### config.mk
export PLATFORM = sky130hd
export DESIGN_NAME = tdc_measure_ctrl
export DESIGN_NICKNAME = d
export VERILOG_FILES = /design/src/rtl/tdc_measure_ctrl.sv
export SDC_FILE = /design/constraint.sdc
export NUM_CORES = 1
export LEC_CHECK = 0
export CAP_MARGIN = 20
export CORE_MARGIN = 10
export CORE_UTILIZATION = 50
export DETAILED_ROUTE_END_ITERATION = 6
export MAX_ROUTING_LAYER = met4
export PLACE_DENSITY = 0.75
export SYNTH_ARGS = -nofsm -noshare
export SYNTH_HDL_FRONTEND = slang
export SYNTH_SLANG_ARGS = --single-unit
### constraint.sdc
create_clock -name wClk -period 4.64 [get_ports wClk]
set_clock_uncertainty 0.2 [all_clocks]
set_input_delay 0.928 -clock wClk [delete_from_list [all_inputs] [get_ports wClk]]
set_output_delay 0.928 -clock wClk [all_outputs]
set_load 0.03 [all_outputs]
### src/rtl/tdc_measure_ctrl.sv
// TDC measurement sequencer: arm, capture start bin, count coarse cycles, capture stop bin, hand off timestamp.
// Optional ARMED timeout is enabled by defining TDC_TIMEOUT_EN.
module tdc_measure_ctrl #(
  parameter int BITS_DECO   = 8,
  parameter int NUM_BINS    = 200,
  parameter int COARSE_W    = 12,
  parameter int TIMEOUT_CYC = 4095
) (
  input  logic                          wClk,
  input  logic                          wRstN,
  input  logic                          wArm,
  input  logic                          wAbort,
  input  logic [BITS_DECO-1:0]          wDecoStartIn,
  input  logic [BITS_DECO-1:0]          wDecoStopIn,
  output logic                          wBusy,
  output logic                          wValid,
  input  logic                          wReady,
  output logic [BITS_DECO-1:0]          wStartBin,
  output logic [BITS_DECO-1:0]          wStopBin,
  output logic [COARSE_W-1:0]           wCoarse,
  output logic [COARSE_W+BITS_DECO:0]   wTime,
  output logic                          wOverflow,
  output logic                          wTimeout
);

  localparam int TIME_W = COARSE_W + BITS_DECO + 1;
  localparam logic [COARSE_W-1:0] COARSE_MAX = '1;

  typedef enum logic [1:0] {IDLE, ARMED, RUNNING, DONE} state_t;

  state_t              state;
  logic [COARSE_W-1:0] coarse_cnt;
  logic                start_hit;
  logic                stop_hit;

  // Unsigned timestamp; bins above NUM_BINS simply wrap modulo 2^TIME_W.
  function automatic logic [TIME_W-1:0] calc_time(
    input logic [COARSE_W-1:0]  coarse,
    input logic [BITS_DECO-1:0] start_bin,
    input logic [BITS_DECO-1:0] stop_bin
  );
    logic [TIME_W-1:0] scaled;
    scaled = TIME_W'(coarse) * TIME_W'(NUM_BINS);
    return scaled + TIME_W'(start_bin) - TIME_W'(stop_bin);
  endfunction

  assign start_hit = (wDecoStartIn != '0);
  assign stop_hit  = (wDecoStopIn != '0);
  assign wBusy     = (state != IDLE);

`ifdef TDC_TIMEOUT_EN
  localparam int TO_W = $clog2(TIMEOUT_CYC + 1);
  localparam logic [TO_W-1:0] TO_LAST = TO_W'(TIMEOUT_CYC - 1);

  logic [TO_W-1:0] to_cnt;
  logic            timeout_q;

  assign wTimeout = timeout_q;
`else
  // TIMEOUT_CYC only matters in the timeout build.
  logic [31:0] unused_timeout_cyc;

  assign unused_timeout_cyc = TIMEOUT_CYC;
  assign wTimeout           = 1'b0;
`endif

  always_ff @(posedge wClk or negedge wRstN) begin
    if (!wRstN) begin
      state      <= IDLE;
      coarse_cnt <= '0;
      wValid     <= 1'b0;
      wStartBin  <= '0;
      wStopBin   <= '0;
      wCoarse    <= '0;
      wTime      <= '0;
      wOverflow  <= 1'b0;
`ifdef TDC_TIMEOUT_EN
      to_cnt     <= '0;
      timeout_q  <= 1'b0;
`endif
    end else begin
`ifdef TDC_TIMEOUT_EN
      timeout_q <= 1'b0;
`endif
      if (wAbort) begin
        state     <= IDLE;
        wValid    <= 1'b0;
        wOverflow <= 1'b0;
      end else begin
        case (state)
          IDLE: begin
            if (wArm) begin
              state <= ARMED;
`ifdef TDC_TIMEOUT_EN
              to_cnt <= '0;
`endif
            end
          end
          ARMED: begin
            // A stop arriving together with the start is dropped here.
            if (start_hit) begin
              state      <= RUNNING;
              wStartBin  <= wDecoStartIn;
              coarse_cnt <= COARSE_W'(1);
            end
`ifdef TDC_TIMEOUT_EN
            else if (to_cnt == TO_LAST) begin
              state     <= IDLE;
              timeout_q <= 1'b1;
            end else begin
              to_cnt <= to_cnt + TO_W'(1);
            end
`endif
          end
          RUNNING: begin
            if (stop_hit) begin
              state    <= DONE;
              wValid   <= 1'b1;
              wStopBin <= wDecoStopIn;
              wCoarse  <= coarse_cnt;
              wTime    <= calc_time(coarse_cnt, wStartBin, wDecoStopIn);
            end else if (coarse_cnt == COARSE_MAX) begin
              state     <= DONE;
              wValid    <= 1'b1;
              wOverflow <= 1'b1;
              wStopBin  <= '0;
              wCoarse   <= coarse_cnt;
              wTime     <= calc_time(coarse_cnt, wStartBin, '0);
            end else begin
              coarse_cnt <= coarse_cnt + COARSE_W'(1);
            end
          end
          DONE: begin
            if (wReady) begin
              wValid    <= 1'b0;
              wOverflow <= 1'b0;
              state     <= wArm ? ARMED : IDLE;
`ifdef TDC_TIMEOUT_EN
              to_cnt <= '0;
`endif
            end
          end
          default: state <= IDLE;
        endcase
      end
    end
  end

endmodule
==> metrics.txt <==
share of cells above drive strength 1=16.19%; Post-DP HPWL=roughly 9.6 mm; Routed WL per cell=15.47 µm; initial antenna violation count=0; DIE AREA=roughly 15000 µm²; sequential area share after synthesis=approximately a third; IO Pins=74; run status=finished, final reports clean; Combinational Power Share=~66%; most frequent cell after synthesis=dfrtp_1; peak supply drop=slightly below 0.4 mV; Psw=about 0.0018 W; area occupied by multi-input gates=roughly 3300 µm²; Crit path required time=4670 ps; Final Slew Violations=0; Final Power=around 0.004 W; fin crit share=slightly below 100%; Fin. Hold Viols=0; max_slew headroom=35.22%; initial core utilization=52.03%; Ys Warns=0; Final Cell Area=6536 µm²; Synth Area per Inst=9.149 µm²; Min Hold Slack=about 280 ps; H-tree depth=3; DRT iter0 DRCs=roughly 170; Worst Path Class, Setup=register to register; # fillers=776; Worst Path Max Fanout=4; CP endpoint=wTime[20]; RSZ-0062 raised after global routing=yes; placed instance area=about 6000 µm²; post-route minimum period=approximately 4500 ps; total number of vias=around 4400; Port Buffer Count=72; CP Capture Type=register; Worst-Skew Late Latency=around 350 ps; die height=~120 µm; DRT Pass-1 Iters=5; Seq pwr share=21.4%; GRT Total Usage=~17%; die width=~120 µm; final worst slack=approximately 100 ps; total grt overflow=0; nets@finish=approximately 750; Startpoint Class=register; TritonCTS clock tree=built; setup slack, reg-to-reg=just over 100 ps; R2R Path Start=coarse_cnt[6]; Post-synth top cells=65 x dfrtp_1, 59 x ha_1, 56 x inv_1, 55 x nand2_1, 49 x o21ai_0; Synth Instances=approximately 560; largest net degree at the start of global routing=55; Slew @ Worst Pin=between 900 and 1000 ps; prevailing post-synth register cell=dfrtp_1; worst hold path class=register to register; Final GP Congestion=slightly below 0.9; CTS Buffer Depth=2; vias per cell=around 5.4; first-pass GRT wire length=a little over 20 mm; CP Launch Point=coarse_cnt[6]; Post-synth ARST share=100.0%; synth unique cells=70; clock power share=a little over an eighth; CP arrival=roughly 4600 ps; Root Buffer=clkbuf_8; HP Start=wTime[17]; Cell Pwr Density=about 620 nW/µm²; Clock Sinks=65; Internal=roughly 0.0022 W; DRT antenna net count=0; post-synthesis register bit count=65; Lkg Pwr=3.141 nW; Core Area=approximately 10000 µm²; Synth top area share=31.69%; area added between synthesis and finish=27.35%; site row count=36; final wirelength=about 12 mm; Num CTS Buffers=9; sw frac=between 40% and 50%; Yosys top cell by area=dfrtp_1; synth top area cells=dfrtp_1 32%, ha_1 14%, o21ai_0 4.8%; Reg area=between 1500 and 2000 µm²; FF-to-FF path depth=15; pre-CTS setup slack=-41.45 ps; Inserted Diodes=0; vias in the first global route=approximately 4300; Final Setup Violations=0; Reg clk slew, reported paths=70 ps; Final Util=about two thirds; EDFF count, synth=0; DRC=0; r2r endpoint=wTime[20]; Syn Nets=between 600 and 700; Post-Syn Area=5132 µm²; Max Clock Freq=between 200 and 250 MHz; Max Cap Viol=0
## worst min path at each step
stage,endpoint,depth (start not counted)
2_1_floorplan,state[1],2
3_3_place_gp,wTime[11],1
3_5_place_dp,wTime[4],2
4_1_cts,wTime[8],2
5_1_grt,wTime[11],1
6_report,wTime[17],2
## layout by cell type, fill, tap and decap left out, types with 9 or more instances in the layout
| cell | synthesis | routed |
|---|---|---|
| clkdlybuf4s50_1 | 0 | 71 |
| dfrtp_1 | 65 | 63 |
| mux2i_1 | 9 | 9 |
| o21ai_0 | 49 | 48 |
| buf_4 | 2 | 34 |
| nor3_1 | 12 | 11 |
| clkbuf_8 | 0 | 12 |
| xor2_1 | 12 | 11 |
| mux2_2 | 13 | 13 |
| a21oi_1 | 18 | 16 |
| ha_1 | 59 | 55 |
| nand2_1 | 55 | 55 |
| nor2_1 | 33 | 31 |
| xnor2_1 | 24 | 22 |
| inv_1 | 56 | 53 |
| nand3_1 | 12 | 11 |
| and3_1 | 9 | 9 |
## registers in the layout (all words and copies together), names as in the netlist
| register | count |
|---|---|
| wOverflow | 1 |
| wValid | 1 |
| wTime | 21 |
| wStopBin | 8 |
| coarse_cnt | 12 |
| state | 2 |
| wCoarse | 12 |
| wStartBin | 8 |
## per-stage QoR
step           std cells  TNS, ps
2_1_floorplan        561        0
3_3_place_gp         774        0
3_5_place_dp         774   -41.45
4_1_cts              792        0
5_1_grt              800   -132.6
6_report             800        0
## power by group through the flow
| stage | logic (W) | registers (W) | clock network (W) |
|---|---|---|---|
| floorplan | 0.00153 | 0.00119 | 0 |
| global placement | 0.00250 | 0.000867 | 0 |
| detailed placement | 0.00257 | 0.000878 | 0 |
| CTS | 0.00261 | 0.000867 | 0.000535 |
| global route | 0.00289 | 0.000892 | 0.000560 |
| finish | 0.00265 | 0.000866 | 0.000526 |
## layout make-up
class | count | area share, %
Multi-Input combinational cell | 423 | 50.86
Sequential cell | 65 | 24.92
Timing Repair Buffer | 107 | 15.16
Inverter | 56 | 3.216
Tap cell | 133 | 2.546
Clock buffer | 12 | 2.527
Clock inverter | 4 | 0.7657
## critical path, cell delays in order (launching register included)
cell	delay, ps
dfrtp_1	410
ha_1	310
ha_1	300
inv_2	40
fa_1	500
inv_2	50
ha_4	210
a211o_1	290
a211o_1	310
a41o_1	230
xnor2_2	150
or4_1	460
mux2_4	320
nor4_4	340
mux2i_1	230
o21ai_1	70
## kinds of logic after synthesis
logic type	count (synthesis)	synth area share [%]
AND/OR/NAND/NOR	162	15.85
XOR/XNOR	37	6.460
buffers and inverters	73	5.826
AO/OA/AOI/OAI	132	17.31
other	1	0.07306
flip-flops	65	31.69
adder cells (fa/ha/maj)	68	17.89
multiplexers	23	4.900
## routing by layer
layer | vias to the layer above | wire length [µm] | part of all wire, % | track usage (%)
met5 | - | 0 | 0 | -
met4 | 0 | 231 | 1.9 | 4.694
met3 | 19 | 527 | 4.3 | 3.211
met2 | 87 | 5964 | 48 | 27.37
met1 | 2065 | 5653 | 46 | 20.49
li1 | 2182 | - | - | -
## timing repair
| item | CTS | global route |
|---|---|---|
| setup endpoints to repair | 1 | 6 |
| gates resized for setup | 1 | 25 |
| hold buffers | 0 | 0 |
| pin swaps | 0 | 19 |
| buffers inserted | 2 | 8 |
Power figures use the tool's default switching activity.
